## src/rtl/dadda_pkg.sv

```systemverilog
// Shared types and constants for the Dadda product accumulator.
// ACC_W_DEF sizes the accumulator so ACC_LEN_MAX full-scale products cannot overflow.
package dadda_pkg;

  localparam int ACC_LEN_MAX = 16;
  localparam int PROD_W      = 8;
  localparam int CNT_W       = 5;
  localparam int ACC_W_DEF   = PROD_W + $clog2(ACC_LEN_MAX);

  typedef enum logic [1:0] {
    IDLE = 2'd0,
    ACC  = 2'd1,
    HOLD = 2'd2
  } state_t;

endpackage

```

## src/rtl/acc_adder.sv

```systemverilog
// Unsigned ripple-carry adder from full_adder cells, carry-in fixed at 0.
// The MSB has no carry-out: the accumulator width rules out overflow.
module full_adder (
  input  logic a,
  input  logic b,
  input  logic ci,
  output logic s,
  output logic co
);

  assign s  = a ^ b ^ ci;
  assign co = (a & b) | (ci & (a ^ b));

endmodule

module acc_adder #(
  parameter int W = 12
) (
  input  logic [W-1:0] a,
  input  logic [W-1:0] b,
  output logic [W-1:0] sum
);

  logic [W-1:0] c;

  assign c[0] = 1'b0;

  for (genvar i = 0; i < W - 1; i++) begin : gen_fa
    full_adder u_fa (
      .a  (a[i]),
      .b  (b[i]),
      .ci (c[i]),
      .s  (sum[i]),
      .co (c[i+1])
    );
  end

  assign sum[W-1] = a[W-1] ^ b[W-1] ^ c[W-1];

endmodule

```

## src/rtl/dadda_prod_accum.sv

```systemverilog
// Sums groups of up to ACC_LEN unsigned 4x4 products and presents each group
// total with its product count under a valid/ready handshake.
module dadda_prod_accum
  import dadda_pkg::*;
#(
  parameter int ACC_LEN = 4,
  parameter int ACC_W   = ACC_W_DEF
) (
  input  logic             clk,
  input  logic             rst,
  input  logic [7:0]       in_prod,
  input  logic             in_valid,
  output logic             in_ready,
  input  logic             flush,
  output logic [ACC_W-1:0] out_sum,
  output logic [4:0]       out_cnt,
  output logic             out_valid,
  input  logic             out_ready
);

  localparam logic [CNT_W-1:0] LEN_C = CNT_W'(ACC_LEN);

  state_t           state, state_nxt;
  logic [ACC_W-1:0] acc, acc_nxt;
  logic [CNT_W-1:0] cnt, cnt_nxt;
  logic [CNT_W-1:0] cnt_inc;
  logic [ACC_W-1:0] prod_ext;
  logic [ACC_W-1:0] acc_sum;
  logic             fire;
  logic             ofire;

  assign prod_ext = {{(ACC_W - PROD_W){1'b0}}, in_prod};
  assign cnt_inc  = cnt + CNT_W'(1);

  acc_adder #(.W(ACC_W)) u_acc_adder (
    .a   (acc),
    .b   (prod_ext),
    .sum (acc_sum)
  );

  // Ready depends only on registered state, never on out_ready.
  assign in_ready  = (state != HOLD);
  assign out_valid = (state == HOLD);
  assign fire      = in_valid & in_ready;
  assign ofire     = out_valid & out_ready;
  assign out_sum   = out_valid ? acc : '0;
  assign out_cnt   = out_valid ? cnt : '0;

  always_comb begin
    state_nxt = state;
    acc_nxt   = acc;
    cnt_nxt   = cnt;
    unique case (state)
      IDLE: begin
        if (fire) begin
          acc_nxt   = prod_ext;
          cnt_nxt   = CNT_W'(1);
          state_nxt = (ACC_LEN == 1 || flush) ? HOLD : ACC;
        end
      end
      ACC: begin
        if (fire) begin
          acc_nxt   = acc_sum;
          cnt_nxt   = cnt_inc;
          state_nxt = (cnt_inc == LEN_C || flush) ? HOLD : ACC;
        end else if (flush) begin
          state_nxt = HOLD;
        end
      end
      HOLD: begin
        if (ofire) begin
          acc_nxt   = '0;
          cnt_nxt   = '0;
          state_nxt = IDLE;
        end
      end
      default: begin
        acc_nxt   = '0;
        cnt_nxt   = '0;
        state_nxt = IDLE;
      end
    endcase
  end

  always_ff @(posedge clk) begin
    if (rst) begin
      state <= IDLE;
      acc   <= '0;
      cnt   <= '0;
    end else begin
      state <= state_nxt;
      acc   <= acc_nxt;
      cnt   <= cnt_nxt;
    end
  end

endmodule
```

## config.mk

```make
export PLATFORM = sky130hd
export DESIGN_NAME = dadda_prod_accum
export DESIGN_NICKNAME = d
export VERILOG_FILES = /design/src/rtl/dadda_pkg.sv /design/src/rtl/acc_adder.sv /design/src/rtl/dadda_prod_accum.sv
export SDC_FILE = /design/constraint.sdc
export NUM_CORES = 1
export LEC_CHECK = 0
export ABC_CLOCK_PERIOD_IN_PS = 8600
export BUFFER_PORTS_ARGS = -buffer_cell sky130_fd_sc_hd__buf_2
export CORE_MARGIN = 2
export CORE_UTILIZATION = 42
export CTS_CLUSTER_SIZE = 40
export DETAILED_ROUTE_END_ITERATION = 7
export PLACE_DENSITY = 0.67
export SYNTH_ARGS = -nofsm -noshare
export SYNTH_HDL_FRONTEND = slang
export SYNTH_SLANG_ARGS = --single-unit
export TNS_END_PERCENT = 10
```

## constraint.sdc

```tcl
create_clock -name clk -period 8.6 [get_ports clk]
set_input_delay 1.72 -clock clk [delete_from_list [all_inputs] [get_ports clk]]
set_output_delay 1.72 -clock clk [all_outputs]
set_load 0.01 [all_outputs]
```

==> metrics.md <==
| Metric | Value |
|---|---|
| Outcome | finished clean |
| Total power | ~0.00017 W |
| Final routed wire length divided by cell count | approximately 14 um |
| Total DRC errors in the routed layout | 0 |
| Number of cells on the worst reg-to-reg path | 16 |
| CTS tree | done |
| I/O pin count | 32 |
| Internal power consumption | approximately 0.00012 W |
| Largest area contributor in the netlist | sky130_fd_sc_hd__dfxtp_1 |
| Highest-count cells in the layout ignoring fill and taps | sky130_fd_sc_hd__buf_2, sky130_fd_sc_hd__dfxtp_1, sky130_fd_sc_hd__a21oi_1 |
| Launch instance of the worst min-delay path | acc[2]$_SDFFE_PP0P_ |
| Worst-skew pair later-pin latency | 300 ps |
| Required time reported for the critical path endpoint | 8790 ps |
| Endpoint of the worst-slack reg-to-reg timing path | acc[11]$_SDFFE_PP0P_ |
| Pin count of the biggest net entering global routing | 23 |
| Final sum of negative setup slack | 0 ps |
| Headroom to the max-slew limit | approximately a third |
| Crit end category | flop |
| Gate Count Post-Synth | 153 |
| Share of total power consumed by net switching | 29.5% |
| HPWL reported at the end of detailed placement | 2.08 mm |
| Total routed wirelength | approximately 2.9 mm |
| Mean post-synth cell area | between 8 and 9 um2 |
| Register clock-pin slew on the reported worst setup and hold paths | about 120 ps |
| First-pass GRT wire length | around 5 mm |
| Total of hold buffers inserted after clock tree synthesis | 0 |
| Worst r2r src | acc[0]$_SDFFE_PP0P_ |
| CTS root buffer | sky130_fd_sc_hd__clkbuf_4 |
| Number of setup violations in the final report | 0 |
| Initial cell density of the core | 43.4% |
| Reg power frac | between 50% and 60% |
| Final net count | 204 |
| Final worst-path cycle share | 58.0% |
| Leak pwr | around 0.64 nW |
| Hold Path Sink | acc[2]$_SDFFE_PP0P_ |
| Antenna cell count | 0 |
| Final core utilization | 48.4% |
| Fraction of final layout cells with drive strength greater than 1 | a little over a fifth |
| Final hold violation count | 0 |
| Dominant register cell in the synthesized netlist | sky130_fd_sc_hd__dfxtp_1 |
| Final antenna-violating net count | 0 |
| Kind of path behind the tightest hold check | flop to flop |
| Post-synth top area share | between 20% and 30% |
| Asr flop ratio synth | 0% |
| Number of filler cells placed in the layout | 300 |
| Final period demand of the worst path | 4990 ps |
| Vias after detailed routing | approximately 1.2k |
| Total power density per cell area | 120 nW/um2 |
| Cell seen most often among critical-path stages | sky130_fd_sc_hd__fa_1 |
| Register area share after synthesis | about 30% |
| Die Ht | just under 60 um |
| Number of antenna violations at the first check in global routing | 0 |
| Clock skew after layout | ~7.3 ps |
| Register-to-register path setup slack | about 4800 ps |
| # Max-Cap Violations | 0 |
| Launching element type of the critical path | primary input |
| Setup repair after global routing missed its margin | no |
| Congestion Overflow GR | 0 |
| Critical Path AT | approximately 5200 ps |
| Critical path, cell by cell | buf_2, ha_1, inv_1, fa_1, fa_1, fa_1, fa_1, fa_1, inv_1, fa_1, fa_1, ha_1, ha_1, ha_1, nor3b_1, o31ai_1, a21oi_1 |
| Routability-driven placement congestion ratio | 0.838 |
| Total CTS buffers | 3 |
| Net switching power | 0.0000510 W |
| Clock network power share | 26.5% |
| Crit path kind | primary input to flop |
| Number of buffers added for setup after CTS | 0 |
| Number of detailed-route iterations in the first pass | 4 |
| Number of nets produced by synthesis | 178 |
| Part of the total power dissipated in combinational logic | 18.2% |
| Post-synthesis sequential element count | 19 |
| Number of enable-type register cells in the synthesized netlist | 0 |
| Overall routing resource usage | between 10% and 20% |
| Number of cells on the worst hold path | 2 |
| Most common cell after layout, fill and taps aside | sky130_fd_sc_hd__buf_2 |
| Worst stage delay on the critical path | ~420 ps |
| H-tree levels | 1 |
| Mean number of vias per cell | about 5.5 |
| Worst setup slack after placement | between 3000 and 4000 ps |
| Clk sinks | 19 |
| Count of distinct cell types in the synthesized netlist | 31 |
| PortBufs | 31 |
| Synthesis-to-layout area growth | 11.5% |
| Number of global-route vias before repair | between 1k and 1.5k |
| CTS-repair resized insts | 0 |
| Number of buffers on the longest clock path | 2 |
| Worst-path fanout max | 2 |
| Count of synthesis-stage warnings from yosys | 0 |
| Total die area | 3540 um2 |
| Mapped Area | about 1300 um2 |
| Width of the die | slightly below 60 um |
| Maximum clock rate | between 200 and 250 MHz |
| Dominant cells by area after synthesis | sky130_fd_sc_hd__dfxtp_1, sky130_fd_sc_hd__fa_1, sky130_fd_sc_hd__a21oi_1, sky130_fd_sc_hd__and2_1, sky130_fd_sc_hd__ha_1 |
| Worst-case setup margin in the final layout | around 3600 ps |
| Worst vdd ir | approximately 0.066 mV |
| Slew at the pin with the worst max-slew slack | slightly above 1000 ps |
| Initial drt markers | 41 |
| Site row count | 20 |
| Area inside the core boundary | approximately 3000 um2 |
| Count of pins over their slew limit | 0 |
| Critical-path top delay cell | sky130_fd_sc_hd__fa_1 |
[worst max-delay path: cells and delay by family]
kind / cells / cell delay (ps)
and+or+nand+nor: 1 / 60
adders and majority gates: 11 / 2890
buffers and inverters: 3 / 220
AOI/OAI and AO/OA: 2 / 290
[cells in the mapped netlist, drive strengths merged, types with 3 or more instances]
master  count
a21oi      16
and2       12
buf         7
clkbuf      3
dfxtp      19
fa          7
ha          5
inv        15
mux2        3
nand2      10
nand3       5
nor2        8
nor2b       7
nor3b       3
o211ai      3
o21ai      16
[routing by layer]
metal  track usage [%]  part of all wire (%)  wire length (um)  vias up
met4              4.22                  0.51                15        0
met5                 0                     0                 0        -
met1              20.9                    44              1300      567
li1                  -                     -                 -      570
met2              34.4                    51              1510       22
met3              2.18                   3.9               116        2
[power by group through the flow]
stage | Clock, W | Sequential (W) | Combinational [W]
CTS | 0.0000477 | 0.0000957 | 0.0000320
global placement | 0 | 0.0000974 | 0.0000302
detailed placement | 0 | 0.0000977 | 0.0000319
floorplan | 0 | 0.0000954 | 0.0000250
finish | 0.0000459 | 0.0000956 | 0.0000315
global route | 0.0000512 | 0.0000964 | 0.0000364
[cell type report]
type | instances | area [um2] | area share, %
Multi-Input combinational cell | 109 | 781 | 54.2
Sequential cell | 19 | 380 | 26.4
Timing Repair Buffer | 31 | 155 | 10.8
Inverter | 15 | 56.3 | 3.91
Tap cell | 33 | 41.3 | 2.86
Clock buffer | 3 | 22.5 | 1.56
Clock inverter | 1 | 5.00 | 0.347
[metrics by stage]
stage | instance area [um2] | instances | hold slack, ps
2_1_floorplan | 1290 | 153 | 447
3_3_place_gp | 1410 | 207 | 460
3_5_place_dp | 1410 | 207 | 471
4_1_cts | 1440 | 211 | 488
5_1_grt | 1440 | 211 | 523
6_report | 1440 | 211 | 487
[sequential cells by signal (all words and copies together), names as in the netlist]
| register | count |
|---|---|
| cnt | 5 |
| state | 2 |
| acc | 12 |
[logic make-up after synthesis]
logic type               count (synthesis)  share of synthesized area, %
AND/OR/NAND/NOR                         51                          22.6
adder cells (fa/ha/maj)                 12                          15.7
flip-flops                              19                          29.4
AO/OA/AOI/OAI                           43                          19.6
buffers and inverters                   25                          10.2
multiplexers                             3                          2.61
[worst max path at each step]
stage / slack, ps / endpoint / startpoint / depth (start not counted)
3_3_place_gp: 3430 / acc[11]$_SDFFE_PP0P_ / in_prod[0] / 17
4_1_cts: 3600 / acc[11]$_SDFFE_PP0P_ / in_prod[0] / 17
3_5_place_dp: 3270 / acc[11]$_SDFFE_PP0P_ / in_prod[0] / 17
6_report: 3610 / acc[11]$_SDFFE_PP0P_ / in_prod[0] / 17
5_1_grt: 3430 / acc[11]$_SDFFE_PP0P_ / in_prod[0] / 17
2_1_floorplan: 3630 / acc[11]$_SDFFE_PP0P_ / in_prod[0] / 16
(Power assumes the default switching activity.)
